===== src/rtl/intr_ctl.sv =====
// intr_ctl: parametrised interrupt controller on the io register bus.
//   Collects NSRC peripheral lines, qualifies each with enable, edge/level
//   mode, polarity and a 2-bit priority, compares against a global
//   threshold and drives one registered interrupt request into execute.
//   Software claims the highest-priority eligible source by reading CLAIM
//   and releases it by writing its id back to the same register.
//
// Ports:
//   clk        system clock
//   reset      synchronous, active-high reset
//   src        raw source lines (may be asynchronous to clk)
//   interrupt  registered request to the core
//   io_addr    register word index
//   io_write   one-cycle write strobe
//   io_read    one-cycle read strobe (CLAIM read has a side effect)
//   io_wdata   write data
//   io_rdata   combinational read data
//
// Register map (bits at or above NSRC read 0, writes to them are dropped):
//   0 PENDING (RO, W1C on edge sources)   1 ENABLE    2 MODE (1=edge)
//   3 POLARITY (1=active low)             4 CLAIM/COMPLETE
//   5 THRESHOLD                           6 PRIO_LO   7 PRIO_HI

// Per-source front end: polarity fold, 2-flop synchronizer, edge detect
// and the latched pend bit used in edge mode.
module intr_ctl_src (
    input  logic clk,
    input  logic reset,
    input  logic src,
    input  logic polarity,
    input  logic mode,
    input  logic w1c,
    input  logic claim_clr,
    output logic pending
);
    logic s1, s2, s3, pend;

    always_ff @(posedge clk) begin
        if (reset) begin
            s1   <= 1'b0;
            s2   <= 1'b0;
            s3   <= 1'b0;
            pend <= 1'b0;
        end else begin
            s1 <= src ^ polarity;
            s2 <= s1;
            s3 <= s2;
            // Level sources never latch; an edge arriving in the same cycle
            // as a clear must not be lost, so the set has precedence.
            if (!mode)
                pend <= 1'b0;
            else if (s2 && !s3)
                pend <= 1'b1;
            else if (w1c || claim_clr)
                pend <= 1'b0;
        end
    end

    assign pending = mode ? pend : s2;
endmodule

module intr_ctl #(
    parameter int NSRC      = 8,
    parameter int RV        = 16,
    parameter int PRIO_BITS = 2
) (
    input  logic            clk,
    input  logic            reset,
    input  logic [NSRC-1:0] src,
    output logic            interrupt,
    input  logic [3:0]      io_addr,
    input  logic            io_write,
    input  logic            io_read,
    input  logic [RV-1:0]   io_wdata,
    output logic [RV-1:0]   io_rdata
);
    // Sources packed per 16-bit priority word.
    localparam int PER_WORD = 16 / PRIO_BITS;

    typedef struct packed {
        logic       valid;
        logic [3:0] id;
    } claim_t;

    logic [NSRC-1:0]                 enable, mode, polarity, insvc;
    logic [NSRC-1:0]                 pending, eligible, w1c, claim_clr;
    logic [NSRC-1:0][PRIO_BITS-1:0]  prio;
    logic [PRIO_BITS-1:0]            threshold;
    logic [PRIO_BITS-1:0]            best_p;
    claim_t                          win;
    logic                            do_claim, do_cmpl, wr_pend;
    logic [15:0]                     prio_lo, prio_hi;

    assign wr_pend  = io_write && (io_addr == 4'd0);
    assign do_cmpl  = io_write && (io_addr == 4'd4);
    assign do_claim = io_read  && (io_addr == 4'd4) && win.valid;

    for (genvar g = 0; g < NSRC; g++) begin : g_src
        assign w1c[g]       = wr_pend && io_wdata[g] && mode[g];
        assign claim_clr[g] = do_claim && (win.id == 4'(g)) && mode[g];
        assign eligible[g]  = pending[g] && enable[g] && !insvc[g] &&
                              (prio[g] > threshold);

        intr_ctl_src u_src (
            .clk       (clk),
            .reset     (reset),
            .src       (src[g]),
            .polarity  (polarity[g]),
            .mode      (mode[g]),
            .w1c       (w1c[g]),
            .claim_clr (claim_clr[g]),
            .pending   (pending[g])
        );
    end

    // Winner select: strictly-greater compare while scanning upward keeps
    // the lowest index on a priority tie.
    always_comb begin
        win    = '0;
        best_p = '0;
        for (int i = 0; i < NSRC; i++) begin
            if (eligible[i] && (!win.valid || prio[i] > best_p)) begin
                win.valid = 1'b1;
                win.id    = 4'(i);
                best_p    = prio[i];
            end
        end
    end

    always_ff @(posedge clk) begin
        if (reset) begin
            enable    <= '0;
            mode      <= '0;
            polarity  <= '0;
            threshold <= '0;
            prio      <= '0;
            insvc     <= '0;
            interrupt <= 1'b0;
        end else begin
            interrupt <= |eligible;
            if (io_write) begin
                case (io_addr)
                    4'd1:    enable    <= io_wdata[NSRC-1:0];
                    4'd2:    mode      <= io_wdata[NSRC-1:0];
                    4'd3:    polarity  <= io_wdata[NSRC-1:0];
                    4'd5:    threshold <= io_wdata[PRIO_BITS-1:0];
                    default: ;
                endcase
            end
            for (int i = 0; i < NSRC; i++) begin
                if (io_write && io_addr == ((i < PER_WORD) ? 4'd6 : 4'd7))
                    prio[i] <= io_wdata[(PRIO_BITS*i) % 16 +: PRIO_BITS];
                // Ids >= NSRC match no slot, so out-of-range completes drop.
                if (do_claim && win.id == 4'(i))
                    insvc[i] <= 1'b1;
                else if (do_cmpl && io_wdata[3:0] == 4'(i))
                    insvc[i] <= 1'b0;
            end
        end
    end

    always_comb begin
        prio_lo = '0;
        prio_hi = '0;
        for (int i = 0; i < NSRC; i++) begin
            if (i < PER_WORD)
                prio_lo[(PRIO_BITS*i) % 16 +: PRIO_BITS] = prio[i];
            else
                prio_hi[(PRIO_BITS*i) % 16 +: PRIO_BITS] = prio[i];
        end
    end

    always_comb begin
        io_rdata = '0;
        case (io_addr)
            4'd0: io_rdata[NSRC-1:0] = pending;
            4'd1: io_rdata[NSRC-1:0] = enable;
            4'd2: io_rdata[NSRC-1:0] = mode;
            4'd3: io_rdata[NSRC-1:0] = polarity;
            4'd4: begin
                io_rdata[15]  = win.valid;
                io_rdata[3:0] = win.valid ? win.id : 4'd0;
            end
            4'd5: io_rdata[PRIO_BITS-1:0] = threshold;
            4'd6: io_rdata[15:0] = prio_lo;
            4'd7: io_rdata[15:0] = prio_hi;
            default: ;
        endcase
    end
endmodule

===== config.mk =====
export PLATFORM = sky130hd
export DESIGN_NAME = intr_ctl
export DESIGN_NICKNAME = d
export VERILOG_FILES = /design/src/rtl/intr_ctl.sv
export SDC_FILE = /design/constraint.sdc
export NUM_CORES = 1
export LEC_CHECK = 0
export CORE_MARGIN = 1
export CORE_UTILIZATION = 50
export CTS_CLUSTER_SIZE = 16
export DETAILED_ROUTE_END_ITERATION = 6
export PLACE_DENSITY_LB_ADDON = 0.25
export SLEW_MARGIN = 20
export SYNTH_ARGS = -nofsm -noshare
export SYNTH_HDL_FRONTEND = slang
export SYNTH_SLANG_ARGS = --single-unit

===== constraint.sdc =====
create_clock -name clk -period 11.9 [get_ports clk]
set_input_delay 1.785 -clock clk [delete_from_list [all_inputs] [get_ports clk]]
set_output_delay 1.785 -clock clk [all_outputs]
set_load 0.1 [all_outputs]

; ---- After elaboration in Yosys (flattened, before gate mapping)
; Cells that the tools add are included.
; W data, S select, Z words.
[classes]
muxes = 61
magnitude_cmp = 15
n_bitwise = 16
eq_ne = 20
n_reduce_logical = 154
[op_table]
columns = operator, n
row1 = $logic_and A1 B1 Y1, 84
row2 = $eq A4 B3 Y1 const B, 11
row3 = $mux W1, 40
row4 = $mux W5, 8
row5 = $reduce_bool A2 Y1, 16
row6 = $gt A2 B2 Y1, 15
row7 = $eq A4 B2 Y1 const B, 6
row8 = $logic_not A1 Y1, 23
row9 = $pmux W4 S5, 1
row10 = $reduce_or A2 Y1, 8
row11 = $logic_or A1 B1 Y1, 15
row12 = $mux W2, 7
row13 = $pmux W2 S7, 1
row14 = $eq A4 B1 Y1 const B, 3
row15 = $logic_not A4 Y1, 3
row16 = $pmux W2 S6, 1
row17 = $not A1 Y1, 8
row18 = $reduce_and A2 Y1, 4
row19 = $reduce_or A8 Y1, 1
row20 = $xor A1 B1 Y1, 8
row21 = $mux W7, 1
row22 = $mux W4, 1
row23 = $pmux W1 S2, 1
[word_totals]
output_inout_bits = 17
word_cells = 319
register_bits = 83

; ---- Logic depth before layout (Yosys ltp)
; Gate-level depths: netlist of run 1.
[depth]
word_depth = 39
mapped_depth = 55
ltp_nobuf = 53

; ---- Modules after synthesis
; Synthesis of run 1 repeated with hierarchy kept, for this count alone.
[unflattened]
hier_cells = 570
hier_area_um2 = 4779.6
[by_module_without_submodules]
columns = mod, area_per_inst_um2, n_inst, cells_per_inst
row1 = intr_ctl, 3608.5, 1, 466
row2 = intr_ctl_src, 146.4, 8, 13

; ---- Least setup slack after synthesis of run 1
; OpenSTA, ideal clock, no wires.
[synth_path]
path_type = register to output
from = register threshold[1]
to = output io_rdata[2]
t_required_ps = 10115
stages_incl_launch_ff = 50
arrival_time_ps = 9373
path_buffers = 2
slack_ps = 742
path_cell_list = dfxtp_1 inv_1 ha_1 nor2b_1 o2111a_2 nand2_1 ha_1 nor2b_1 o21ai_0 a21oi_2 mux2_4 ha_1 nor2b_1 a2bb2oi_1 a21oi_1 nor3_2 mux2_4 ha_1 [... 14 more ...] a21oi_1 a211o_1 o41ai_1 buf_6 o31a_1 ha_1 a21oi_1 a21oi_1 o21ai_1 mux2i_1 o21ba_2 ha_1 a21oi_1 a21oi_1 a22oi_1 o21a_1 nand2_1 a221o_1
[synth_via]
elab_chain_cells = 33
[synth_lines]
columns = element, line_no
row1 = from (decl), 88  ; logic [PRIO_BITS-1:0] threshold;
row2 = from (signal assigned), 146  ; 4'd5: threshold <= io_wdata[PRIO_BITS-1:0];
row3 = $gt A2 B2 Y1, 102  ; (prio[g] > threshold);
row4 = $logic_and A1 B1 Y1, 101  ; assign eligible[g] = pending[g] && enable[g] && !insvc[g] &&
row5 = $mux W2 / $mux W5 (equally long branches), 122  ; if (eligible[i] && (!win.valid || prio[i] > best_p)) begin
row6 = $gt A2 B2 Y1 / $logic_not A1 Y1 (equally long branches), 122
row7 = $logic_or A1 B1 Y1, 122
row8 = $logic_and A1 B1 Y1, 122
row9 = $mux W2 / $mux W5 (equally long branches), 122
row10 = $gt A2 B2 Y1 / $logic_not A1 Y1 (equally long branches), 122
row11 = [... 17 more ...], -
row12 = $logic_and A1 B1 Y1, 122
row13 = $mux W2 / $mux W5 (equally long branches), 122
row14 = $gt A2 B2 Y1 / $logic_not A1 Y1 (equally long branches), 122
row15 = $logic_or A1 B1 Y1, 122
row16 = $logic_and A1 B1 Y1, 122
row17 = $mux W5 *, 122
row18 = $mux W4 *, 182  ; io_rdata[3:0] = win.valid ? win.id : 4'd0;
row19 = $pmux W2 S6 *, 175  ; case (io_addr)
row20 = to (decl), 75  ; output logic [RV-1:0] io_rdata
; Mark *: on every way between the ends. The rest lies on a longest branch, timed or not.

; ---- Worst setup path in the final report of run 1
; Ends and elaborated chain as after synthesis.

==> results of run 1 <==
-- layout by cell type, fill, tap and decap left out, drive strengths merged, types with 3 or more instances in the layout --
master,synthesis,layout
nand3,13,13
nor3,11,11
mux4,3,3
nor2,45,45
o21ai,17,17
o2111ai,5,5
a32o,5,5
nor2b,29,29
and2,3,3
nand2b,6,6
clkbuf,25,10
ha,30,30
o211ai,4,4
or2,3,3
a22o,3,3
a221o,4,4
nand2,77,77
mux2,8,8
mux2i,23,23
a21oi,51,51
a211oi,6,6
o41ai,3,3
and3,3,3
o21a,3,3
nor3b,4,4
xnor2,8,8
dfxtp,83,83
buf,5,18
clkdlybuf4s50,0,44
nand3b,3,3
inv,32,34
o31ai,5,5
a21o,5,5
-- worst paths after layout --
path | slack (ps) | startpoint | cells after the start | to
max | 520 | threshold[1] | 48 | io_rdata[2]
max reg2reg | 2340 | threshold[1] | 47 | g_src[2].u_src.pend
min reg2reg | 440 | g_src[1].u_src.s1 | 1 | g_src[1].u_src.s2
min | 440 | g_src[1].u_src.s1 | 1 | g_src[1].u_src.s2
-- cells by family (layout without fill, tap and decap cells) --
logic type	Yosys count	in the layout	synth area share, %
simple gates	208	208	21.49
xor+xnor	8	8	1.488
buf+inv	62	110	5.127
flops	83	83	35.28
mux	34	34	8.475
compound gates	133	133	20.17
fa+ha+maj	30	30	7.970
-- area by class of cell --
cell class	instances	area [um^2]
fillers	828	3598
repair buffers	62	610.6
clock inverters	6	71.32
flip-flops and latches	83	1664
well taps	111	138.9
inverters	32	120.1
multi-input cells	413	2865
clock buffers	10	127.6
-- flip-flops by register name (all words and copies together) (netlist names) --
signal and flops:
g_src.u_src.s2 8, polarity 8, insvc 8, interrupt 1, g_src.u_src.pend 8, prio 16, threshold 2, mode 8
g_src.u_src.s1 8, g_src.u_src.s3 8, enable 8
-- metal layers --
| metal | track usage, % | routed length, um | vias to the layer above |
|---|---|---|---|
| met5 | 0 | 0 | - |
| met4 | 8.258 | 192 | 0 |
| met3 | 3.901 | 682 | 22 |
| met2 | 43.84 | 6040 | 138 |
| met1 | 37.58 | 5882 | 2019 |
| li1 | - | - | 2059 |
-- critical path, delay by kind of cell (launching register included) --
| kind | cells | cell delay (ps) |
|---|---|---|
| AO/OA/AOI/OAI | 24 | 3870 |
| AND/OR/NAND/NOR | 11 | 1540 |
| adder cells (fa/ha/maj) | 8 | 2290 |
| flip-flops | 1 | 360 |
| buffers and inverters | 2 | 290 |
| multiplexers | 3 | 880 |
-- report_power, final --
part	switching (mW)	total (mW)	internal (mW)
Clock	0.108	0.207	0.0989
Sequential	0.00343	0.286	0.283
Combinational	0.0295	0.0507	0.0212
Total	0.141	0.544	0.403
-- stage by stage --
step | std cells | power, mW | TNS [ps]
4_1_cts | 710 | 0.5453 | 0
6_report | 717 | 0.5435 | 0
3_3_place_gp | 690 | 0.3416 | 0
3_5_place_dp | 690 | 0.3424 | -1.068
2_1_floorplan | 558 | 0.3209 | 0
5_1_grt | 717 | 0.5627 | -65.62
-- timing repair --
item	CTS	global route
buffers inserted	4	7
setup endpoints to repair	3	3
pin swaps	3	7
hold endpoints to repair	0	0
gates resized for setup	2	14
-- cell usage after synthesis, drive strengths merged, types with 3 or more instances --
master,n
dfxtp,83
nand2,77
a21oi,51
nor2,45
inv,32
ha,30
nor2b,29
clkbuf,25
mux2i,23
o21ai,17
nand3,13
nor3,11
mux2,8
xnor2,8
a211oi,6
nand2b,6
a21o,5
a32o,5
buf,5
o2111ai,5
o31ai,5
a221o,4
nor3b,4
o211ai,4
a22o,3
and2,3
and3,3
mux4,3
nand3b,3
o21a,3
o41ai,3
or2,3
==> insert_results.sql, run 1 <==
INSERT INTO impl_metrics (metric_group, metric, value, unit) VALUES
('job', 'maxCapViolations', '0', ''),
('cts', 'worst_setup_hold_path_clk_slew', '90', 'ps'),
('finish', 'postLayoutCoreUtil', '60.87', '%'),
('setup_path', 'cp_data_required_time', '10120', 'ps'),
('routing', 'initialDrtViolationCount', '289', ''),
('timing', 'timing_worst_slew_pin_value', '980.6', 'ps'),
('timing', 'min_period_over_period', '95.66', '%'),
('routing', 'route.detailed.vias_per_inst', '5.911', ''),
('finish', 'finish.net_count', '663', ''),
('placed_design', 'hpwlAfterDp', '9353', 'um'),
('timing', 'finClkSkew', '15.60', 'ps'),
('timing', 'hold_ws', '444.8', 'ps'),
('floorplanning', 'start_util', '51.21', '%'),
('setup_path', 'critical_path.most_common_cell', 'ha_1', ''),
('routing', 'detailroute.via_count', '4238', ''),
('synthesis', 'synth_nets', '620', ''),
('cts', 'cts_buffer_depth', '2', ''),
('global_routing', 'global_route_wire_length_before_repair', '20640', 'um'),
('timing', 'finalSetupViolCount', '0', ''),
('cts', 'h-tree-depth', '3', ''),
('routing', 'routed_wl', '12800', 'um'),
('floorplanning', 'floorplan.io_pins', '49', ''),
('timing', 'achievable-frequency', '0.08784', 'GHz'),
('synthesis', 'ys_async_sr_fraction', '0', '%'),
('power_and_ir_drop', 'ir_drop', '0.07824', 'mV'),
('global_routing', 'grt_start_max_net_pins', '84', ''),
('placed_design', 'io_buffers', '48', ''),
('finish', 'insertedDiodeCount', '0', ''),
('power_and_ir_drop', 'power.static_leakage', '2.182', 'nW'),
('timing', 'post-route-min-period', '11380', 'ps'),
('global_routing', 'grt_use_total', '27.13', '%'),
('placed_design', 'gp_routability_congestion', '0.9148', ''),
('setup_path', 'worst_setup_path_end_kind', 'primary output', ''),
('timing', 'drv_slew', '0', ''),
('synthesis', 'post-synth-top-area-cell', 'dfxtp_1', ''),
('floorplanning', 'dieWidth', '99.05', 'um'),
('floorplanning', 'design.core.area', '9196', 'um^2'),
('setup_path', 'crit_slowest_cell', 'dfxtp_2', ''),
('setup_path', 'critical_path_peak_fanout', '8', ''),
('synthesis', 'dominantRegCellSynth', 'dfxtp_1', ''),
('setup_path', 'setup.worst_path.start_class', 'flop', ''),
('finish', 'area_growth_syn_to_fin', '18.86', '%'),
('synthesis', 'edff_count_synth', '0', ''),
('setup_path', 'critical_path.max_stage_delay', '360', 'ps'),
('synthesis', 'ys_types', '69', ''),
('synthesis', 'syn-mean-instance-area', '8.440', 'um^2'),
('placed_design', 'postPlaceCellArea', '5255', 'um^2'),
('synthesis', 'synth_cells', '558', ''),
('routing', 'routed_wire_length_per_instance', '17.85', 'um'),
('timing', 'worst_slew_margin_rel', '34.42', '%'),
('power_and_ir_drop', 'powerDensity', '97.10', 'nW/um^2'),
('cts', 'cts_inserted_buffers', '9', ''),
('cts', 'tritoncts_clock_tree', 'yes', ''),
('placed_design', 'dp_slack', '-1.068', 'ps'),
('synthesis', 'ys.warnings.count', '0', ''),
('status', 'result_of_the_run', 'complete, no violations', ''),
('cts', 'postCtsHoldBufs', '0', ''),
('finish', 'postLayoutCellArea', '5598', 'um^2'),
('routing', 'detail-route-antenna-nets', '0', ''),
('routing', 'drt-pass1-iter-count', '5', ''),
('setup_path', 'worst_ep_arrival_time', '9600', 'ps'),
('routing', 'drc', '0', ''),
('synthesis', 'post-synth-top-area-fraction', '35.28', '%'),
('synthesis', 'synth_area', '4710', 'um^2'),
('cts', 'clock_sink_count', '83', ''),
('floorplanning', 'die_area', '9811', 'um^2'),
('hold_path', 'hp-class', 'reg2reg', ''),
('floorplanning', 'placement_rows', '35', ''),
('setup_path', 'timing.setup.critical_path_class', 'reg2out', ''),
('finish', 'final_layout_size_suffix_gt1_share', '12.71', '%'),
('cts', 'insertion_delay', '360', 'ps'),
('synthesis', 'yosysSeqAreaShare', '35.28', '%'),
('timing', 'postLayoutSetupSlackWorst', '516.3', 'ps'),
('timing', 'final-hold-violation-count', '0', ''),
('global_routing', 'grt_antenna_before_repair', '0', ''),
('floorplanning', 'die_height', '99.05', 'um'),
('synthesis', 'synth.area.top_cells', 'dfxtp_1, ha_1, nand2_1, a21oi_1, mux2i_1', ''),
('synthesis', 'ys_seq_elements', '83', ''),
('global_routing', 'via_count_of_the_first_global_routing_pass', '4045', ''),
('cts', 'root_buffer', 'clkbuf_8', ''),
('global_routing', 'globalRouteOverflowTotal', '0', '');
(Power assumes the default switching activity.)
==> run 2: changes to the inputs <==
--- a/config.mk
+++ b/config.mk
@@ -10,6 +10,7 @@
 export CTS_CLUSTER_SIZE = 16
 export DETAILED_ROUTE_END_ITERATION = 6
 export PLACE_DENSITY_LB_ADDON = 0.25
+export REMOVE_ABC_BUFFERS = 1
 export SLEW_MARGIN = 20
 export SYNTH_ARGS = -nofsm -noshare
 export SYNTH_HDL_FRONTEND = slang
==> run 2 against run 1 <==
Against the previous run:
- cell count increased by 0.98%
- clock power hardly changed
- worst setup slack got worse by 100 ps
- worst hold slack improved by 3.2 ps
- first-iteration DRC count decreased by 7.6%
- fmax shrank 0.88%
- flip-flop and latch count stayed put
- critical path depth increased by 1
- sequential share of layout area fell by 0.49 points
- combinational power grew 2%
- power up 0.82%
- die area unchanged
- largest cell class unchanged
- highest routed layer unchanged
==> insert_results.sql, run 2 (synthesis gave the netlist of run 1 again) <==
INSERT INTO impl_metrics (metric_group, metric, value, unit) VALUES
('status', 'result_of_the_run', 'complete, no violations', ''),
('setup_path', 'worst_ep_arrival_time', '9700', 'ps'),
('routing', 'detail-route-antenna-nets', '0', ''),
('cts', 'clock_sink_count', '83', ''),
('setup_path', 'crit_path_max_delay_family', 'compound AO/OA/AOI/OAI gates', ''),
('finish', 'insertedDiodeCount', '0', ''),
('power_and_ir_drop', 'power', '548.0', 'uW'),
('finish', 'area_growth_syn_to_fin', '20.78', '%'),
('setup_path', 'critical_path.max_stage_delay', '370', 'ps'),
('routing', 'routed_wl', '13230', 'um'),
('setup_path', 'critical_path.most_common_cell', 'ha_1', ''),
('cts', 'insertion_delay', '360', 'ps'),
('timing', 'post-route-min-period', '11480', 'ps'),
('routing', 'routed_wire_length_per_instance', '18.27', 'um'),
('setup_path', 'cp_num_buf_inv', '3', ''),
('setup_path', 'worst-path-stages', '49', ''),
('placed_design', 'hpwlAfterDp', '9397', 'um'),
('floorplanning', 'design.core.area', '9196', 'um^2'),
('cts', 'worst_setup_hold_path_clk_slew', '100', 'ps'),
('setup_path', 'crit_path_end', 'io_rdata[2]', ''),
('hold_path', 'whs_path_depth', '1', ''),
('timing', 'achievable-frequency', '0.08707', 'GHz'),
('finish', 'finish.net_count', '670', ''),
('finish', 'mostFrequentLayoutCells', 'dfxtp_1, nand2_1, a21oi_1', ''),
('routing', 'initialDrtViolationCount', '267', ''),
('timing', 'drv_slew', '0', ''),
('global_routing', 'grt_antenna_before_repair', '0', ''),
('floorplanning', 'placement_rows', '35', ''),
('placed_design', 'gp_routability_congestion', '0.9380', ''),
('timing', 'finalSetupViolCount', '0', ''),
('setup_path', 'r2r.worst_path.cells', '48', ''),
('global_routing', 'globalRouteOverflowTotal', '0', ''),
('finish', 'largest_register_ff_count', '16', ''),
('hold_path', 'hp-class', 'reg2reg', ''),
('cts', 'root_buffer', 'clkbuf_8', ''),
('routing', 'drt-pass1-iter-count', '5', ''),
('setup_path', 'critical_path_peak_fanout', '8', ''),
('job', 'maxCapViolations', '0', ''),
('finish', 'final_layout_size_suffix_gt1_share', '14.03', '%'),
('setup_path', 'setup.worst_path.start', 'threshold[1]', ''),
('finish', 'layout_commonest_cell', 'dfxtp_1', ''),
('global_routing', 'via_count_of_the_first_global_routing_pass', '3993', ''),
('routing', 'drc', '0', ''),
('finish', 'final_cell_count_no_fill', '724', ''),
('timing', 'worst_slew_margin_rel', '26.60', '%'),
('power_and_ir_drop', 'power.static_leakage', '2.221', 'nW'),
('routing', 'route.detailed.vias_per_inst', '5.892', ''),
('power_and_ir_drop', 'ir_drop', '0.07731', 'mV'),
('setup_path', 'worst_r2r_startpoint', 'threshold[1]', ''),
('setup_path', 'setup.worst_path.start_class', 'flop', ''),
('global_routing', 'global_route_wire_length_before_repair', '20590', 'um'),
('timing', 'hold_ws', '448.0', 'ps'),
('placed_design', 'dpl.cell_count', '691', ''),
('cts', 'cts_inserted_buffers', '9', ''),
('timing', 'timing_worst_slew_pin_value', '1097', 'ps'),
('timing', 'final-hold-violation-count', '0', ''),
('routing', 'detailroute.via_count', '4266', ''),
('floorplanning', 'dieWidth', '99.05', 'um'),
('floorplanning', 'start_util', '51.21', '%'),
('timing', 'finClkSkew', '12.79', 'ps'),
('setup_path', 'timing.setup.critical_path_class', 'reg2out', ''),
('global_routing', 'grt_use_total', '27.32', '%'),
('floorplanning', 'floorplan.io_pins', '49', ''),
('floorplanning', 'die_height', '99.05', 'um'),
('cts', 'cts_buffer_depth', '2', ''),
('cts', 'postCtsHoldBufs', '0', ''),
('placed_design', 'io_buffers', '48', ''),
('setup_path', 'worst_setup_path_end_kind', 'primary output', ''),
('finish', 'max_flop_register', 'prio', ''),
('setup_path', 'rr_endpoint', 'g_src[2].u_src.pend', ''),
('cts', 'h-tree-depth', '3', ''),
('finish', 'postLayoutCoreUtil', '61.85', '%'),
('cts', 'tritoncts_clock_tree', 'yes', ''),
('timing', 'min_period_over_period', '96.51', '%'),
('floorplanning', 'die_area', '9811', 'um^2'),
('setup_path', 'crit_slowest_cell', 'dfxtp_2', ''),
('setup_path', 'cp_data_required_time', '10120', 'ps'),
('global_routing', 'grt_start_max_net_pins', '84', ''),
('power_and_ir_drop', 'powerDensity', '96.34', 'nW/um^2'),
('setup_path', 'regToRegSetupSlack', '2160', 'ps');
run 2: power by group:
| group | internal (mW) | leakage [nW] | switching [mW] |
|---|---|---|---|
| Clock | 0.0994 | 0.0975 | 0.111 |
| Combinational | 0.0214 | 1.45 | 0.0302 |
| Sequential | 0.283 | 0.674 | 0.00322 |
| Total | 0.404 | 2.22 | 0.144 |
run 2: timing repair:
action                     4_1_cts  5_1_grt
setup endpoints to repair        3        3
gates resized for setup          3       19
buffers inserted                 4       13
pin swaps                        3       10
run 2: worst min path at each step:
| stage | endpoint | start | slack [ps] |
|---|---|---|---|
| final | g_src[2].u_src.s2 | g_src[2].u_src.s1 | 450 |
| after global routing | g_src[0].u_src.s2 | g_src[0].u_src.s1 | 460 |
| after CTS | g_src[4].u_src.s2 | g_src[4].u_src.s1 | 450 |
| after detailed placement | g_src[4].u_src.s2 | g_src[4].u_src.s1 | 430 |
| after global placement | g_src[4].u_src.s2 | g_src[4].u_src.s1 | 420 |
| after floorplan | g_src[0].u_src.s2 | g_src[0].u_src.s1 | 410 |
run 2: through the flow:
stage          setup slack [ps]  setup TNS [ps]  instance area, um^2
5_1_grt                  -82.40          -119.7                 5688
6_report                  415.6               0                 5688
4_1_cts                   56.98               0                 5499
3_5_place_dp              42.57               0                 5263
2_1_floorplan             731.3               0                 4588
3_3_place_gp              395.3               0                 5263
run 2: per-layer routing:
metal,GRT usage [%],part of all wire [%],vias up
met5,0,0,-
met4,8.484,1.4,0
met3,5.887,6.5,19
met2,43.63,46,146
met1,37.01,46,2036
li1,-,-,2065
run 2: layout make-up:
class | count | area, um^2
flip-flops and latches | 83 | 1663
well taps | 111 | 138.9
clock inverters | 6 | 72.57
repair buffers | 69 | 663.1
multi-input cells | 413 | 2900
inverters | 32 | 122.6
fillers | 801 | 3508
clock buffers | 10 | 127.6
==> run 3: changes to the inputs <==
--- a/config.mk
+++ b/config.mk
@@ -10,7 +10,6 @@
 export CTS_CLUSTER_SIZE = 16
 export DETAILED_ROUTE_END_ITERATION = 6
 export PLACE_DENSITY_LB_ADDON = 0.25
-export REMOVE_ABC_BUFFERS = 1
 export SLEW_MARGIN = 20
 export SYNTH_ARGS = -nofsm -noshare
 export SYNTH_HDL_FRONTEND = slang
==> results of run 3 <==
The final DEF is identical to that of run 1; final timing and power are the same.
